<file path="config.mk">
export PLATFORM = sky130hd
export DESIGN_NAME = cacheline_adaptor
export DESIGN_NICKNAME = d
export VERILOG_FILES = /design/src/rtl/pmem_pkg.sv /design/src/rtl/cacheline_adaptor.sv
export SDC_FILE = /design/constraint.sdc
export NUM_CORES = 1
export LEC_CHECK = 0
export CORE_AREA = 8 8 274 276
export CTS_CLUSTER_SIZE = 30
export DETAILED_ROUTE_END_ITERATION = 10
export DIE_AREA = 0 0 282 284
export PLACE_DENSITY = 0.55
export SYNTH_ARGS = -nofsm -noshare
export SYNTH_HDL_FRONTEND = slang
export SYNTH_SLANG_ARGS = --single-unit
export TNS_END_PERCENT = 5
</file>
<file path="constraint.sdc">
create_clock -name clk -period 2.6 [get_ports clk]
set_clock_uncertainty 0.2 [all_clocks]
set_input_delay 0.26 -clock clk [delete_from_list [all_inputs] [get_ports clk]]
set_output_delay 0.26 -clock clk [all_outputs]
set_load 0.1 [all_outputs]
</file>
<file path="src/rtl/pmem_pkg.sv">
// Shared constants, line/beat types and adaptor state encoding for the
// physical-memory side of the cache hierarchy.
package pmem_pkg;

  localparam int ADDR_W  = 32;
  localparam int LINE_W  = 256;
  localparam int BURST_W = 64;
  localparam int BEATS   = LINE_W / BURST_W;
  localparam int OFS     = $clog2(LINE_W / 8);
  localparam int CNT_W   = $clog2(BEATS);

  typedef logic [LINE_W-1:0]  line_t;
  typedef logic [BURST_W-1:0] beat_t;

  typedef enum logic [1:0] {
    ST_IDLE,
    ST_RD,
    ST_WR,
    ST_DONE
  } adaptor_state_e;

endpackage

</file>
<file path="src/rtl/cacheline_adaptor.sv">
// Turns one 256-bit line request from the cache arbiter into a 4-beat 64-bit
// burst on the external memory port, returning a single-cycle line response.
module cacheline_adaptor
  import pmem_pkg::*;
(
  input  logic               clk,
  input  logic               rst,
  input  logic               pmem_read,
  input  logic               pmem_write,
  input  logic [ADDR_W-1:0]  pmem_addr,
  input  logic [LINE_W-1:0]  pmem_wdata,
  output logic [LINE_W-1:0]  pmem_rdata,
  output logic               pmem_resp,
  output logic               mem_read,
  output logic               mem_write,
  output logic [ADDR_W-1:0]  mem_addr,
  output logic [BURST_W-1:0] mem_wdata,
  input  logic [BURST_W-1:0] mem_rdata,
  input  logic               mem_resp
);

  adaptor_state_e   r_state;
  logic [CNT_W-1:0] r_cnt;
  line_t            r_line;
  logic [ADDR_W-1:0] r_addr;
  logic             r_pmem_resp;
  logic             r_mem_read;
  logic             r_mem_write;
  logic             w_last_beat;

  assign w_last_beat = (r_cnt == CNT_W'(BEATS - 1));

  // One line buffer serves both directions: filled beat by beat on reads,
  // loaded whole at accept on writes.
  always_ff @(posedge clk) begin
    if (rst) begin
      r_state     <= ST_IDLE;
      r_cnt       <= '0;
      r_line      <= '0;
      r_addr      <= '0;
      r_pmem_resp <= 1'b0;
      r_mem_read  <= 1'b0;
      r_mem_write <= 1'b0;
    end else begin
      r_pmem_resp <= 1'b0;
      case (r_state)
        ST_IDLE: begin
          if (pmem_read) begin
            r_addr     <= {pmem_addr[ADDR_W-1:OFS], {OFS{1'b0}}};
            r_line     <= '0;
            r_cnt      <= '0;
            r_mem_read <= 1'b1;
            r_state    <= ST_RD;
          end else if (pmem_write) begin
            r_addr      <= {pmem_addr[ADDR_W-1:OFS], {OFS{1'b0}}};
            r_line      <= pmem_wdata;
            r_cnt       <= '0;
            r_mem_write <= 1'b1;
            r_state     <= ST_WR;
          end
        end
        ST_RD: begin
          if (mem_resp) begin
            r_line[32'(r_cnt)*BURST_W +: BURST_W] <= mem_rdata;
            r_cnt <= r_cnt + 1'b1;
            if (w_last_beat) begin
              r_mem_read  <= 1'b0;
              r_pmem_resp <= 1'b1;
              r_state     <= ST_DONE;
            end
          end
        end
        ST_WR: begin
          if (mem_resp) begin
            r_cnt <= r_cnt + 1'b1;
            if (w_last_beat) begin
              r_mem_write <= 1'b0;
              r_pmem_resp <= 1'b1;
              r_state     <= ST_DONE;
            end
          end
        end
        ST_DONE: begin
          r_state <= ST_IDLE;
        end
        default: begin
          r_state <= ST_IDLE;
        end
      endcase
    end
  end

  assign pmem_rdata = r_line;
  assign pmem_resp  = r_pmem_resp;
  assign mem_read   = r_mem_read;
  assign mem_write  = r_mem_write;
  assign mem_addr   = r_addr;
  assign mem_wdata  = r_line[32'(r_cnt)*BURST_W +: BURST_W];

endmodule

</file>
### Yosys cells after proc, flatten, opt, wreduce, memory -nomap -nowiden

Cells that the tools add are included.
Widths: inputs -> output; s select.

* register bits: 295
* word-level logic and storage cells: 65

* reduce and logical (&&, ||, !) cells: 13
* shifts and indexed selects: 3
* $add $sub $neg: 2
* mux-type cells: 24
* bitwise gates (word level): 2
* eq/ne operators: 14

Operators by type and width (count)
* $mux 256: 3
* $pmux 256 s2: 1
* $bwmux 256: 1
* $shift 64x34->256 const A: 1
* $shiftx 256x9->64: 1
* $shiftx 64x34->256: 1
* $mux 32: 2
* $neg 8->34: 1
* $mux 2: 7
* $ne 2x2->1 const B: 7
* $reduce_and 3->1: 3
* $reduce_bool 2->1: 4
* $eq 2x2->1 const B: 3
* $mux 1: 6
* $pmux 2 s3: 1
* $reduce_and 5->1: 1
* $ne 2x1->1 const B: 2
* $pmux 1 s2: 2
* $pmux 2 s2: 1
* $reduce_and 4->1: 1
* $ne 3x3->1 const B: 1
* $reduce_or 3->1: 1
* $add 2x1->2 const B: 1
* $eq 2x1->1 const B: 1
* other kinds (4): 5

### Longest topological paths before layout

Gate-level depths: netlist of the first run.

* word-level depth: 5
* gate-level depth with buffers: 10
* depth with buffers taken out: 5

### Worst setup path before layout of the first run

OpenSTA, ideal clock, no wires.

* path type: flip-flop to flip-flop
* start point: register r_cnt[0]
* end point: register r_line[168] (netlist: pmem_rdata[168])
* buffers on the path: 5
* setup slack: 0.050 ns
* setup time: 0.089 ns
* stages on the path, launching flop included: 10
* arrival: 2.261 ns
* cell sequence: dfxtp_1 buf_2 buf_2 inv_1 ha_1 clkbuf_1 clkbuf_1 clkbuf_1 nand4_1 a311oi_2

* word-level cells in the longest chain between the ends: 5

RTL lines
* start: declaration: RTL line cacheline_adaptor.sv:23 `logic [CNT_W-1:0] r_cnt;`
* start signal: assignment: RTL line cacheline_adaptor.sv:65 `r_cnt <= r_cnt + 1'b1;`
* start signal: assignment: RTL line cacheline_adaptor.sv:75 `r_cnt <= r_cnt + 1'b1;`
* $neg 8->34 (*): RTL line cacheline_adaptor.sv:64 `r_line[32'(r_cnt)*BURST_W +: BURST_W] <= mem_rdata;`
* $shiftx 64x34->256 or $shift 64x34->256 (tied branches): RTL line cacheline_adaptor.sv:64
* $bwmux 256 (*): RTL line cacheline_adaptor.sv:64
* $mux 256 (*): RTL line cacheline_adaptor.sv:63 `if (mem_resp) begin`
* $pmux 256 s2 (*): RTL line cacheline_adaptor.sv:46 `case (r_state)`
* end signal: assignment: RTL line cacheline_adaptor.sv:56 `r_line <= pmem_wdata;`
* end signal: indexed assignment: RTL line cacheline_adaptor.sv:64
* end: declaration: RTL line cacheline_adaptor.sv:24 `line_t r_line;`

Every way passes the cells marked *; elsewhere a longest branch is shown, timed or not. The select of a mux whose other input is x is not followed.
A chain may end at the register's enable or synchronous reset.

### Final worst setup path of the first run

* start point: register r_cnt[0]
* end point: output mem_wdata[32]

* word-level cells in the longest chain between the ends: 1

RTL lines
* $shiftx 256x9->64: RTL line cacheline_adaptor.sv:98 `assign mem_wdata = r_line[32'(r_cnt)*BURST_W +: BURST_W];`
* end: declaration: RTL line cacheline_adaptor.sv:17 `output logic [BURST_W-1:0] mem_wdata,`

Every way passes these cells.

==> impl_metrics.py, run 1 <==
metrics = {
    "outcome": {
        "status": "complete, no violations",
    },
    "cts": {
        "cts_tree": "built",
        "h-tree-depth": 2,
        "numCtsBuffers": 38,
        "path_clk_slew_ps": 60,
        "clockBufferDepth": 3,
        "cts_root_buffer": "clkbuf_16",
        "clock_latency_ps": 550,
        "cts_sinks": 290,
    },
    "global_routing": {
        "grt_pass1_wl_um": 132000,
        "grt_overflow": 0,
        "grt_pass1_vias": 18500,
        "grt_start_max_net_pins": 118,
        "antenna_found_initial": 15,
        "track_usage_pct": 21.5,
    },
    "timing": {
        "final-hold-violation-count": 0,
        "max_freq_mhz": 386,
        "fin_tns_setup_ps": 0,
        "slew_headroom_pct": 36.2,
        "rsz0062_at_grt": "true",
        "setup_violations": 0,
        "drv_slew": 0,
        "period_needed_ps": 2590,
        "period_share_pct": 99.8,
        "worstMarginPinSlew_ps": 957,
    },
    "yosys": {
        "synth_area_um2": 16100,
        "netlist_instances": 1587,
        "ys_async_sr_fraction_pct": 0,
        "yosys_register_bits": 290,
        "seq_area_frac_synth_pct": 36.2,
        "synth-main-ff-cell": "dfxtp_1",
        "syn_avg_cell_area_um2": 10.1,
        "synth_edf_count": 0,
        "yosys_warnings": 0,
        "netlist-cell-type-count": 42,
    },
    "final_layout": {
        "final_layout_size_suffix_gt1_share_pct": 34.7,
        "fillCellCount": 7080,
        "syn_to_final_growth_pct": 58.8,
        "finalInstanceArea_um2": 25500,
        "fin_nets": 2527,
    },
    "setup_path": {
        "cpPeakStageDelay_ps": 630,
        "crit_arrival_ps": 2130,
        "worstPathMaxFanout": 38,
        "cp_num_buf_inv": 2,
        "crit_slowest_cell": "mux4_2",
        "startpoint_type": "flop",
        "cp-end-kind": "output pin",
        "crit_family": "multiplexers",
        "required_ps": 2140,
        "path_cells": "buf_16 > mux4_2 > buf_12",
        "worstSetupPathType": "reg -> out",
    },
    "drt": {
        "wl_um": 91300,
        "viasPerCell": 5.76,
        "num_vias": 18100,
        "avgRoutedWirePerCell_um": 29.0,
        "drt-initial-drc-count": 1598,
        "ant_nets": 0,
        "drt_pass1_iterations": 8,
        "remaining_drc_errors": 0,
    },
    "floorplanning": {
        "num_rows": 98,
        "die_area_um2": 80100,
        "ios": 712,
        "die_h_um": 284,
        "die_x_um": 282,
        "initial_utilization_pct": 22.7,
        "core_area_um2": 70800,
    },
    "placed_design": {
        "dpl.hpwl_um": 65200,
        "dpl-instance-area_um2": 24200,
        "place.port_buffers": 701,
        "gp_congestion": 0.886,
    },
    "hold_path": {
        "hold_class": "in -> reg",
    },
    "run": {
        "maxCapViolCount": 0,
    },
}
cell usage after synthesis, types with 16 or more instances:
| cell type | count | share of area [%] |
|---|---|---|
| nand2_1 | 184 | 4.3 |
| nand4_1 | 128 | 5.0 |
| buf_2 | 33 | 1.0 |
| a31oi_1 | 193 | 7.5 |
| clkbuf_1 | 174 | 4.1 |
| o2bb2ai_1 | 64 | 3.5 |
| mux4_2 | 64 | 9.0 |
| a21oi_1 | 33 | 1.0 |
| a32oi_1 | 127 | 6.9 |
| buf_6 | 22 | 1.5 |
| buf_1 | 16 | 0.37 |
| a211oi_2 | 60 | 4.7 |
| dfxtp_1 | 290 | 36 |
| a311oi_2 | 120 | 11 |
worst reg2reg max path: stages (launching register included):
cell and delay (ps):
dfxtp_1 360, inv_1 80, ha_1 330, buf_4 220, a21bo_4 190, buf_4 430, a31oi_1 270, a311oi_2 280
metrics by stage:
step | hold slack [ps] | worst slack (ps) | utilization (%) | cells
4_1_cts | 13.4 | -60.0 | 36.0 | 3138
6_report | 55.8 | 6.11 | 36.1 | 3150
5_1_grt | 35.1 | -64.7 | 36.0 | 3146
2_1_floorplan | 196 | 50.0 | - | 1591
3_5_place_dp | 250 | 144 | 34.3 | 3071
3_3_place_gp | 248 | 202 | 34.3 | 3071
cell type report:
type	count	area [um2]	share of cell area, %
Multi-Input combinational cell	1044	9190	36.0
Timing Repair Buffer	782	8060	31.6
Sequential cell	290	5810	22.8
Tap cell	950	1190	4.66
Clock buffer	54	1130	4.44
Clock inverter	12	70.1	0.275
Antenna cell	12	30.0	0.118
Inverter	6	22.5	0.0883
timing repair:
| action | CTS | global route |
|---|---|---|
| resized for setup | 3 | 0 |
| pin swaps | 0 | 0 |
| endpoints found under the setup margin | 48 | 49 |
| hold endpoints to repair | 16 | 0 |
| buffers inserted | 0 | 0 |
| hold buffers | 1 | 0 |
final timing paths:
| kind | startpoint | end | slack, ps | cells after the start |
|---|---|---|---|---|
| worst max-delay path | r_cnt[0] | mem_wdata[32] | 6 | 3 |
| worst min-delay path | pmem_addr[22] | mem_addr[22] | 60 | 3 |
| worst max register to register | r_state[1] | pmem_rdata[87] | 170 | 7 |
| worst min register to register | mem_addr[17] | mem_addr[17] | 260 | 2 |
sequential cells by signal, indices dropped and copies added, names as in the netlist:
signal and count:
mem_write 1, pmem_resp 1, pmem_rdata 256, mem_addr 27, mem_read 1, r_cnt 2, r_state 2
logic make-up (layout without fill, tap and decap cells):
family	after synthesis	in the layout	share of synthesized area (%)
buffers and inverters	257	854	7.43
DFF	290	290	36.2
other	1	17	0.0234
AOI/OAI and AO/OA	624	624	36.3
adders and majority gates	8	8	0.623
and+or+nand+nor	343	343	10.5
muxes	64	64	8.98
metal layers:
| layer | GRT usage [%] | part of all wire [%] | vias to the layer above |
|---|---|---|---|
| met1 | 26.6 | 39 | 9207 |
| met4 | 7.69 | 3.4 | 12 |
| met5 | 0 | 0.092 | - |
| met3 | 5.16 | 8.8 | 193 |
| li1 | - | - | 7693 |
| met2 | 35.9 | 48 | 1027 |
placed cells by master (no fill, tap or decap), drive strengths merged, types with 2 or more instances in the layout:
cell type and count:
nor2 5, a22oi 2, a311oi 128, o32ai 2
clkdlybuf4s50 350, mux4 64, o21ai 2, dfxtp 290
and3 4, a32oi 127, a31oi 193, a211oi 65
diode 12, nand2b 2, clkbuf 54, ha 8
a21oi 33, and4b 2, buf 431, nand4 128
inv 7, clkinv 10, nor2b 8, o2bb2ai 64
a21bo 4, nand2 184, conb 5, or2 2
nor3 3
Power of run 1 is left out: the tool's default activity adds up to more than one toggle a clock period on the data nets, which glitch-free logic cannot reach.
==> run 2, diff against run 1 <==
--- a/config.mk
+++ b/config.mk
@@ -11,4 +11,5 @@
 export DIE_AREA = 0 0 282 284
 export PLACE_DENSITY = 0.55
+export SLEW_MARGIN = 20
 export SYNTH_ARGS = -nofsm -noshare
 export SYNTH_HDL_FRONTEND = slang
==> constraint.sdc (replaced) <==
create_clock -name clk -period 2.6 [get_ports clk]
set_clock_uncertainty 0.2 [all_clocks]
set_input_delay 0.52 -clock clk [delete_from_list [all_inputs] [get_ports clk]]
set_output_delay 0.52 -clock clk [all_outputs]
set_load 0.1 [all_outputs]
==> run 2 against run 1 <==
Net effect:
- die area stayed put
- routed wire length is 4.0% higher
- design area rose by 2.1%
- final cell count up 0.98%
- the run now ends with negative setup slack left
- first-iteration DRC count decreased by 12%
- flip-flop and latch count unchanged
- non-clock buffer count is 28 higher
- worst hold slack gained 200 ps
- via count is 1.5% higher
==> impl_metrics.py, run 2 (synthesis gave the netlist of run 1 again) <==
metrics = {
    "outcome": {
        "status": "finished with violations",
        "failed_checks": "negative setup slack",
    },
    "setup_path": {
        "cp-end-kind": "output pin",
        "worst_path_most_repeated_cell": "buf_12",
        "cp_num_buf_inv": 3,
        "required_ps": 1880,
        "crit_slowest_cell": "mux4_2",
        "crit_family": "multiplexers",
        "path_cells": "buf_12 > clkbuf_16 > mux4_2 > buf_12",
        "cpPeakStageDelay_ps": 560,
        "crit_arrival_ps": 2060,
        "worstPathMaxFanout": 7,
        "worstSetupPathType": "reg -> out",
        "startpoint_type": "flop",
    },
    "run": {
        "maxCapViolCount": 0,
    },
    "timing": {
        "rsz0062_at_grt": "true",
        "period_needed_ps": 2780,
        "period_share_pct": 107,
        "final-hold-violation-count": 0,
        "drv_slew": 0,
        "setup_slack_ps": -182,
        "worstMarginPinSlew_ps": 980,
        "max_freq_mhz": 359,
        "hold_ws_ps": 255,
        "setup_violations": 64,
        "slew_headroom_pct": 34.6,
    },
    "final_layout": {
        "fillCellCount": 6995,
        "final_cell_mix": "clkdlybuf4s50_1 (350), buf_4 (334), dfxtp_1 (288), a31oi_1 (193), nand2_1 (184)",
        "multi_input_area_um2": 9190,
        "finalInstanceArea_um2": 26100,
        "fin_nets": 2556,
        "largest_reg_flops": 256,
        "syn_to_final_growth_pct": 62.2,
        "register_area_um2": 5810,
        "final_layout_size_suffix_gt1_share_pct": 35.4,
        "final_common_cell": "clkdlybuf4s50_1",
    },
    "drt": {
        "drt_pass1_iterations": 5,
        "ant_nets": 0,
        "dr_wl_met2_um": 46300,
        "top_layer_used": "met5",
        "wl_um": 95000,
        "remaining_drc_errors": 0,
        "num_vias": 18400,
        "met3WireLength_um": 8910,
        "viasPerCell": 5.79,
        "avgRoutedWirePerCell_um": 29.9,
        "wl_met1_um": 36400,
        "drt-initial-drc-count": 1404,
    },
    "cts": {
        "cts_sinks": 290,
        "path_clk_slew_ps": 60,
        "cts_tree": "built",
        "h-tree-depth": 2,
        "clockBufferDepth": 3,
        "cts_root_buffer": "clkbuf_16",
        "clock_latency_ps": 540,
        "numCtsBuffers": 39,
    },
    "placed_design": {
        "dpl-instance-area_um2": 24500,
        "dpl.hpwl_um": 66500,
        "gp_congestion": 0.891,
        "dp_slack_ps": -149,
        "place.port_buffers": 701,
    },
    "floorplanning": {
        "die_x_um": 282,
        "die_area_um2": 80100,
        "initial_utilization_pct": 22.7,
        "num_rows": 98,
        "die_h_um": 284,
        "core_area_um2": 70800,
        "ios": 712,
    },
    "global_routing": {
        "grt_pass1_vias": 18700,
        "grt_start_max_net_pins": 124,
        "track_usage_pct": 22.0,
        "grt_overflow": 0,
        "antenna_found_initial": 21,
        "grt_pass1_wl_um": 134000,
    },
    "hold_path": {
        "hold_class": "reg -> reg",
    },
}
-- run 2: area by class of cell --
cell class / instances / share of cell area [%]
Multi-Input combinational cell: 1044 / 35.3
Timing Repair Buffer: 810 / 32.8
Sequential cell: 290 / 22.3
Tap cell: 950 / 4.56
Clock buffer: 56 / 4.26
Clock inverter: 11 / 0.572
Antenna cell: 14 / 0.134
Inverter: 6 / 0.0865
-- run 2: worst min-delay path, cell delays in order (launching register included) --
cell,delay (ps)
dfxtp_1,310
nand2_1,50
a21oi_1,50
-- run 2: path summary, 6_finish.rpt --
kind | from | slack, ps | endpoint | cells after the start
min reg2reg | mem_addr[25] | 250 | mem_addr[25] | 2
max reg2reg | r_cnt[0] | 120 | pmem_rdata[230] | 8
min | mem_addr[25] | 250 | mem_addr[25] | 2
max | r_cnt[0] | -180 | mem_wdata[7] | 4
-- run 2: per-layer routing --
layer / vias to the layer above / GRT usage (%)
li1: 7765 / -
met1: 9359 / 25.8
met2: 1070 / 37.3
met3: 201 / 6.59
met4: 14 / 8.25
met5: - / 0
-- run 2: repair_timing --
action / 4_1_cts / 5_1_grt
hold buffers: 1 / 0
endpoints found under the setup margin: 64 / 64
cloned: 0 / 5
hold endpoints to repair: 4 / 0
buffers inserted: 0 / 5
resized for setup: 1 / 4
-- run 2: per-stage QoR --
stage | setup TNS [ps] | util [%] | cells
detailed placement | -6600 | 34.7 | 3089
floorplan | 0 | - | 1591
global route | -12680 | 36.8 | 3177
finish | -8460 | 36.8 | 3181
CTS | -10900 | 36.5 | 3157
global placement | -3790 | 34.7 | 3089
Power of run 2 is left out for the same reason.
